## src/rtl/rob_core_pkg.sv

```systemverilog
// rtl/rob_core_pkg.sv - shared ROB types, tag constants and helpers
package rob_core_pkg;

  localparam int ROB_SIZE = 16;

  typedef logic [4:0] robentry_t;
  typedef logic [3:0] robidx_t;

  localparam robentry_t  ENTRY_NULL = 5'd16;
  localparam logic [5:0] NULL       = 6'd32;
  localparam logic       TRUE       = 1'b1;
  localparam logic       FALSE      = 1'b0;

  // ST_FLUSH is the one-cycle "rollback pending" window after a mispredict commits
  typedef enum logic {ST_RUN, ST_FLUSH} rob_state_t;

  function automatic logic [31:0] redirect_pc(logic taken, logic [31:0] target, logic [31:0] pc);
    return taken ? target : pc + 32'd4;
  endfunction

endpackage

```

## src/rtl/rob_core_if.sv

```systemverilog
// rtl/rob_core_if.sv - issue/writeback/query/commit bundle of the reorder buffer
interface rob_core_if;
  logic        rdy;
  logic        issue_sgn;
  logic [5:0]  issue_rd;
  logic        issue_is_br;
  logic        issue_pred;
  logic [31:0] issue_pc;
  logic [4:0]  rob_new_entry;
  logic        rob_full;
  logic        wb_sgn;
  logic [4:0]  wb_entry;
  logic [31:0] wb_result;
  logic        wb_taken;
  logic [31:0] wb_target;
  logic [4:0]  qj_entry;
  logic [4:0]  qk_entry;
  logic        qj_ready;
  logic        qk_ready;
  logic [31:0] qj_value;
  logic [31:0] qk_value;
  logic        commit_sgn;
  logic [4:0]  rob_entry;
  logic [5:0]  rob_des;
  logic [31:0] rob_result;
  logic        rollback;
  logic [31:0] rollback_pc;

  modport master (
    output rdy, issue_sgn, issue_rd, issue_is_br, issue_pred, issue_pc,
           wb_sgn, wb_entry, wb_result, wb_taken, wb_target, qj_entry, qk_entry,
    input  rob_new_entry, rob_full, qj_ready, qk_ready, qj_value, qk_value,
           commit_sgn, rob_entry, rob_des, rob_result, rollback, rollback_pc
  );

  modport slave (
    input  rdy, issue_sgn, issue_rd, issue_is_br, issue_pred, issue_pc,
           wb_sgn, wb_entry, wb_result, wb_taken, wb_target, qj_entry, qk_entry,
    output rob_new_entry, rob_full, qj_ready, qk_ready, qj_value, qk_value,
           commit_sgn, rob_entry, rob_des, rob_result, rollback, rollback_pc
  );
endinterface

```

## src/rtl/rob_core.sv

```systemverilog
// rtl/rob_core.sv - 16-entry reorder buffer with in-order commit and mispredict rollback
// Optional same-cycle writeback bypass on operand queries: define ROB_BYPASS_EN.
module rob_core
  import rob_core_pkg::*;
(
  input logic       clk,
  input logic       rst,
  rob_core_if.slave rob
);

  logic [ROB_SIZE-1:0] valid_q, ready_q;
  logic [5:0]          rd_q     [ROB_SIZE];
  logic                br_q     [ROB_SIZE];
  logic                pred_q   [ROB_SIZE];
  logic                taken_q  [ROB_SIZE];
  logic [31:0]         pc_q     [ROB_SIZE];
  logic [31:0]         result_q [ROB_SIZE];
  logic [31:0]         target_q [ROB_SIZE];

  robidx_t     head_q, tail_q;
  logic [4:0]  count_q, count_d;
  rob_state_t  state_q;
  logic [31:0] flush_pc_q;

  logic        commit_q, rollback_q;
  robentry_t   entry_q;
  logic [5:0]  des_q;
  logic [31:0] res_q, rollback_pc_q;

  logic    full, do_commit, do_issue, do_wb, mispredict;
  robidx_t wb_idx;

  // full looks only at registered state, so a same-cycle commit cannot admit an issue
  assign full       = (count_q == 5'd16) || (state_q == ST_FLUSH);
  assign do_commit  = (state_q == ST_RUN) && valid_q[head_q] && ready_q[head_q];
  assign do_issue   = rob.issue_sgn && !full;
  assign wb_idx     = rob.wb_entry[3:0];
  assign do_wb      = rob.wb_sgn && !rob.wb_entry[4] && valid_q[wb_idx] && (state_q == ST_RUN);
  assign mispredict = br_q[head_q] && (taken_q[head_q] != pred_q[head_q]);
  assign count_d    = count_q + {4'd0, do_issue} - {4'd0, do_commit};

  function automatic logic stored_ready(robentry_t tag);
    return !tag[4] && valid_q[tag[3:0]] && ready_q[tag[3:0]];
  endfunction

  function automatic logic [31:0] stored_value(robentry_t tag);
    return stored_ready(tag) ? result_q[tag[3:0]] : 32'd0;
  endfunction

`ifdef ROB_BYPASS_EN
  logic wb_live, qj_hit, qk_hit;
  assign wb_live      = rob.rdy && do_wb;
  assign qj_hit       = wb_live && (rob.qj_entry == rob.wb_entry);
  assign qk_hit       = wb_live && (rob.qk_entry == rob.wb_entry);
  assign rob.qj_ready = qj_hit || stored_ready(rob.qj_entry);
  assign rob.qk_ready = qk_hit || stored_ready(rob.qk_entry);
  assign rob.qj_value = qj_hit ? rob.wb_result : stored_value(rob.qj_entry);
  assign rob.qk_value = qk_hit ? rob.wb_result : stored_value(rob.qk_entry);
`else
  assign rob.qj_ready = stored_ready(rob.qj_entry);
  assign rob.qk_ready = stored_ready(rob.qk_entry);
  assign rob.qj_value = stored_value(rob.qj_entry);
  assign rob.qk_value = stored_value(rob.qk_entry);
`endif

  assign rob.rob_new_entry = {1'b0, tail_q};
  assign rob.rob_full      = full;
  assign rob.commit_sgn    = commit_q;
  assign rob.rob_entry     = entry_q;
  assign rob.rob_des       = des_q;
  assign rob.rob_result    = res_q;
  assign rob.rollback      = rollback_q;
  assign rob.rollback_pc   = rollback_pc_q;

  always_ff @(posedge clk) begin
    if (rst) begin
      valid_q       <= '0;
      ready_q       <= '0;
      head_q        <= '0;
      tail_q        <= '0;
      count_q       <= '0;
      state_q       <= ST_RUN;
      flush_pc_q    <= '0;
      commit_q      <= FALSE;
      rollback_q    <= FALSE;
      entry_q       <= ENTRY_NULL;
      des_q         <= NULL;
      res_q         <= '0;
      rollback_pc_q <= '0;
    end else if (!rob.rdy) begin
      commit_q   <= FALSE;
      rollback_q <= FALSE;
    end else if (state_q == ST_FLUSH) begin
      commit_q      <= FALSE;
      rollback_q    <= TRUE;
      rollback_pc_q <= flush_pc_q;
      valid_q       <= '0;
      ready_q       <= '0;
      head_q        <= '0;
      tail_q        <= '0;
      count_q       <= '0;
      state_q       <= ST_RUN;
    end else begin
      commit_q   <= do_commit;
      rollback_q <= FALSE;
      if (do_wb) begin
        ready_q[wb_idx]  <= TRUE;
        result_q[wb_idx] <= rob.wb_result;
        taken_q[wb_idx]  <= rob.wb_taken;
        target_q[wb_idx] <= rob.wb_target;
      end
      // head and tail never coincide here: commit needs count>0, issue needs count<16
      if (do_commit) begin
        entry_q         <= {1'b0, head_q};
        des_q           <= rd_q[head_q];
        res_q           <= result_q[head_q];
        valid_q[head_q] <= FALSE;
        head_q          <= head_q + 4'd1;
        if (mispredict) begin
          state_q    <= ST_FLUSH;
          flush_pc_q <= redirect_pc(taken_q[head_q], target_q[head_q], pc_q[head_q]);
        end
      end
      if (do_issue) begin
        valid_q[tail_q] <= TRUE;
        ready_q[tail_q] <= FALSE;
        rd_q[tail_q]    <= rob.issue_rd;
        br_q[tail_q]    <= rob.issue_is_br;
        pred_q[tail_q]  <= rob.issue_pred;
        pc_q[tail_q]    <= rob.issue_pc;
        tail_q          <= tail_q + 4'd1;
      end
      count_q <= count_d;
    end
  end

endmodule
```

## src/flat_wrapper.sv

```systemverilog
// flat-port wrapper written by rule: the top's interface ports become plain ports
module rob_core_flat import rob_core_pkg::*;
  (clk, rst, rob_rdy, rob_issue_sgn, rob_issue_rd, rob_issue_is_br, rob_issue_pred, rob_issue_pc, rob_wb_sgn, rob_wb_entry, rob_wb_result, rob_wb_taken, rob_wb_target, rob_qj_entry, rob_qk_entry, rob_rob_new_entry, rob_rob_full, rob_qj_ready, rob_qk_ready, rob_qj_value, rob_qk_value, rob_commit_sgn, rob_rob_entry, rob_rob_des, rob_rob_result, rob_rollback, rob_rollback_pc);
  rob_core_if rob_i ();
  input logic clk;
  input logic rst;
  input wire logic [$bits(rob_i.rdy)-1:0] rob_rdy;
  input wire logic [$bits(rob_i.issue_sgn)-1:0] rob_issue_sgn;
  input wire logic [$bits(rob_i.issue_rd)-1:0] rob_issue_rd;
  input wire logic [$bits(rob_i.issue_is_br)-1:0] rob_issue_is_br;
  input wire logic [$bits(rob_i.issue_pred)-1:0] rob_issue_pred;
  input wire logic [$bits(rob_i.issue_pc)-1:0] rob_issue_pc;
  input wire logic [$bits(rob_i.wb_sgn)-1:0] rob_wb_sgn;
  input wire logic [$bits(rob_i.wb_entry)-1:0] rob_wb_entry;
  input wire logic [$bits(rob_i.wb_result)-1:0] rob_wb_result;
  input wire logic [$bits(rob_i.wb_taken)-1:0] rob_wb_taken;
  input wire logic [$bits(rob_i.wb_target)-1:0] rob_wb_target;
  input wire logic [$bits(rob_i.qj_entry)-1:0] rob_qj_entry;
  input wire logic [$bits(rob_i.qk_entry)-1:0] rob_qk_entry;
  output wire logic [$bits(rob_i.rob_new_entry)-1:0] rob_rob_new_entry;
  output wire logic [$bits(rob_i.rob_full)-1:0] rob_rob_full;
  output wire logic [$bits(rob_i.qj_ready)-1:0] rob_qj_ready;
  output wire logic [$bits(rob_i.qk_ready)-1:0] rob_qk_ready;
  output wire logic [$bits(rob_i.qj_value)-1:0] rob_qj_value;
  output wire logic [$bits(rob_i.qk_value)-1:0] rob_qk_value;
  output wire logic [$bits(rob_i.commit_sgn)-1:0] rob_commit_sgn;
  output wire logic [$bits(rob_i.rob_entry)-1:0] rob_rob_entry;
  output wire logic [$bits(rob_i.rob_des)-1:0] rob_rob_des;
  output wire logic [$bits(rob_i.rob_result)-1:0] rob_rob_result;
  output wire logic [$bits(rob_i.rollback)-1:0] rob_rollback;
  output wire logic [$bits(rob_i.rollback_pc)-1:0] rob_rollback_pc;
  assign rob_i.rdy = rob_rdy;
  assign rob_i.issue_sgn = rob_issue_sgn;
  assign rob_i.issue_rd = rob_issue_rd;
  assign rob_i.issue_is_br = rob_issue_is_br;
  assign rob_i.issue_pred = rob_issue_pred;
  assign rob_i.issue_pc = rob_issue_pc;
  assign rob_i.wb_sgn = rob_wb_sgn;
  assign rob_i.wb_entry = rob_wb_entry;
  assign rob_i.wb_result = rob_wb_result;
  assign rob_i.wb_taken = rob_wb_taken;
  assign rob_i.wb_target = rob_wb_target;
  assign rob_i.qj_entry = rob_qj_entry;
  assign rob_i.qk_entry = rob_qk_entry;
  assign rob_rob_new_entry = rob_i.rob_new_entry;
  assign rob_rob_full = rob_i.rob_full;
  assign rob_qj_ready = rob_i.qj_ready;
  assign rob_qk_ready = rob_i.qk_ready;
  assign rob_qj_value = rob_i.qj_value;
  assign rob_qk_value = rob_i.qk_value;
  assign rob_commit_sgn = rob_i.commit_sgn;
  assign rob_rob_entry = rob_i.rob_entry;
  assign rob_rob_des = rob_i.rob_des;
  assign rob_rob_result = rob_i.rob_result;
  assign rob_rollback = rob_i.rollback;
  assign rob_rollback_pc = rob_i.rollback_pc;
  rob_core u_core (.clk(clk), .rst(rst), .rob(rob_i));
endmodule
```

## config.mk

```make
export PLATFORM = sky130hd
export DESIGN_NAME = rob_core_flat
export DESIGN_NICKNAME = d
export VERILOG_FILES = /design/src/rtl/rob_core_pkg.sv /design/src/rtl/rob_core_if.sv /design/src/rtl/rob_core.sv /design/src/flat_wrapper.sv
export SDC_FILE = /design/constraint.sdc
export NUM_CORES = 2
export LEC_CHECK = 0
export BUFFER_PORTS_ARGS = -buffer_cell sky130_fd_sc_hd__buf_2
export CORE_MARGIN = 8
export CORE_UTILIZATION = 55
export CTS_CLUSTER_SIZE = 30
export DETAILED_ROUTE_END_ITERATION = 8
export MAX_ROUTING_LAYER = met4
export PLACE_DENSITY = 0.75
export SLEW_MARGIN = 30
export SYNTH_ARGS = -nofsm -noshare
export SYNTH_HDL_FRONTEND = slang
export SYNTH_SLANG_ARGS = --single-unit
```

## constraint.sdc

```tcl
create_clock -name clk -period 4.9 [get_ports clk]
set_input_delay 0.245 -clock clk [delete_from_list [all_inputs] [get_ports clk]]
set_output_delay 0.245 -clock clk [all_outputs]
set_load 0.02 [all_outputs]
```

==> metrics.txt <==
Placeable Area 0.143 sq mm; Longest Clk Path Bufs 3; P&R area growth vs syn 14.0%; worst-path cell chain buf_4 -> buf_4 -> mux4_2 -> and2_1 -> o21ba_2 -> o2111ai_1 -> nand3b_4 -> nor4_4 -> a221oi_1 -> or4_1; Sink Count ~1800; CTS tree done; share of layout cells above drive strength 1 34.2%; Async S/R FF share, synth 0%; drt wl/cell ~32 microns; outcome finished clean; peak supply drop 0.000317 V; worst skew pair latency approximately 840 ps; port bufs 272; setup violators final 0; critical path's largest stage delay 720 ps; Nets between 4000 and 5000; Worst setup SP type flop; Num CTS Buffers 182; initial antenna violation count 20; Worst Hold Class in -> reg; DRC Markers 0; IO Pins 274; sequential area share after synthesis 67.6%; Area contributors post-synth edfxtp_1, mux4_2, dfxtp_1, mux2i_1, a21oi_1; final wirelength a little over 200000 microns; overall power 32.0 mW; Setup Total Neg Slack 0 ps; max cap viols 0; Starting DRT DRC Count 5023; P_leak 28.6 nW; Slew Viols, Final 0; clk root buf clkbuf_16; Stages on worst setup path 10; Hold Violations, Final 0; drt first pass iters 6; dpl cell area 0.0832 sq mm; Mapped Nets ~4000; vias in the first global route 43600; Max stage delay cell, worst path dfxtp_4; FP Rows 139; FMAX 250 MHz; Via density between 6 and 7; via count 43500; GPL Wtd Cong 0.903; Critical Path Most Common Cell buf_4; effective utilization at floorplan 55.3%; skew final 69.8 ps; leading cell type in the layout, fill and taps excluded edfxtp_1; first-pass GRT wire length a little over 300000 microns; worst path buffer plus inverter count 2; Worst setup EP type flop; Mapped Area 0.0793 sq mm; die width 396 microns; Post-synth EDFFs around 1700; Post-Layout Inst Area between 0.09 and 0.1 sq mm; crit-path leading delay family simple AND/OR/NAND/NOR gates; crit-path max FO 32; Netlist cell types between 80 and 90; largest net degree at the start of global routing 129; clock slew at reported path FFs ~70 ps; Synth top area share 63.6%; last element of the critical path u_core.flush_pc_q[27]; #FFs+latches synth 1839; die area 0.157 sq mm; Worst Path Required about 5600 ps; Final ANT Viol Nets 0; Final period util 81.7%; Pwr Density between 300 and 400 mW/mm^2; crit path time final 4000 ps; cell accounting for the most synthesized area edfxtp_1; WP data arrival 4720 ps; relative slew slack between 30% and 40%; RSZ-0062 raised after global routing false; yosys warns 0; Avg Cell Area, Syn between 20 and 25 sq um; DIE HEIGHT 396 microns; flop2flop setup slack around 900 ps; reg2reg end u_core.flush_pc_q[27]; top_reg_cell synth edfxtp_1; GRT Util Overall 26.8%; WS Path Type reg -> reg; commonest non-fill, non-tap cells in the layout edfxtp_1, mux4_2, buf_2; cells on worst reg2reg path 10; Cells after Synth 3906; # H-tree levels 4; grt ovf 0; Post-CTS Resized 0; Slew @ Worst Pin 1030 ps; DP HPWL 121000 microns
## routing by layer
metal,wire [microns],global-route usage (%),vias up
li1,-,-,17400
met1,78400,35.9,23000
met2,101000,41.6,2725
met3,21400,6.22,410
met4,6920,8.61,0
met5,0,-,-
## per-stage QoR
stage                     utilization [%]  hold slack (ps)  cells  setup WS [ps]
after global placement               58.0              430   5921           1060
after global routing                 63.1              325   6398            778
final                                63.1              345   6402            898
after floorplan                         -              344   3906           27.7
after CTS                            63.0              278   6379            947
after detailed placement             58.1              433   5924            977
## registers in the layout, summed over array words and instances, names as in the netlist, 6 cells and up, named ones only
name                    flops
u_core.pc_q               512
u_core.result_q           512
u_core.target_q           512
u_core.rd_q                96
u_core.flush_pc_q          32
u_core.rob.rob_result      32
u_core.rob.rollback_pc     32
u_core.br_q                16
u_core.pred_q              16
u_core.ready_q             16
u_core.taken_q             16
u_core.valid_q             16
u_core.rob.rob_des          6
## worst min-delay path by stage
stage	slack (ps)	start	cells after the start	endpoint
5_1_grt	330	rob_wb_result[12]	2	u_core.result_q[1][12]
4_1_cts	280	rst	3	u_core.rob.rollback_pc[25]
3_5_place_dp	430	u_core.rob.rob_entry[4]	2	u_core.rob.rob_entry[4]
2_1_floorplan	340	rob_issue_is_br	0	u_core.br_q[0]
3_3_place_gp	430	u_core.rob.rob_entry[4]	2	u_core.rob.rob_entry[4]
6_report	340	rob_issue_pc[12]	2	u_core.pc_q[5][12]
## cell usage after synthesis, types with 11 or more instances
library cell,count
o21ai_0,69
dfxtp_1,159
a211oi_1,11
ha_1,15
buf_1,54
nand3_1,37
nor3_1,13
a22oi_1,25
mux4_1,19
and3_1,17
inv_1,25
clkbuf_1,146
xnor2_1,13
nor2_1,138
buf_12,12
mux2i_1,92
buf_2,38
mux4_2,788
buf_4,18
nor2b_1,76
and2_1,14
a21oi_1,114
mux2_2,13
nand2_1,152
edfxtp_1,1680
## where the power goes
group          switching, mW  internal (mW)  leakage [nW]
clock                   5.99           7.72          2.88
combinational          0.678          0.478          9.28
sequential            0.0131           17.1          16.4
## cell type report
| type | count | area (sq um) |
|---|---|---|
| clock inverter | 114 | 1080 |
| fill | 9539 | 52900 |
| sequential | 1839 | 53700 |
| multi-input combinational | 1767 | 24400 |
| inverter | 25 | 93.8 |
| tap | 1903 | 2380 |
| timing repair buffer | 509 | 3850 |
| clock buffer | 224 | 4810 |
| antenna | 21 | 52.6 |
## timing repair
action,in CTS,in global routing
hold endpoints to repair,1714,0
buffers inserted,0,0
hold buffers,117,0
## cells by family after synthesis
group	count (synthesis)	synth area share [%]
other	1	0.00473
adder cells (fa/ha/maj)	16	0.262
buffers and inverters	300	1.87
XOR/XNOR	19	0.219
AND/OR/NAND/NOR	501	3.07
multiplexers	913	24.4
flip-flops	1839	67.6
AO/OA/AOI/OAI	317	2.57
(Power assumes the default switching activity.)
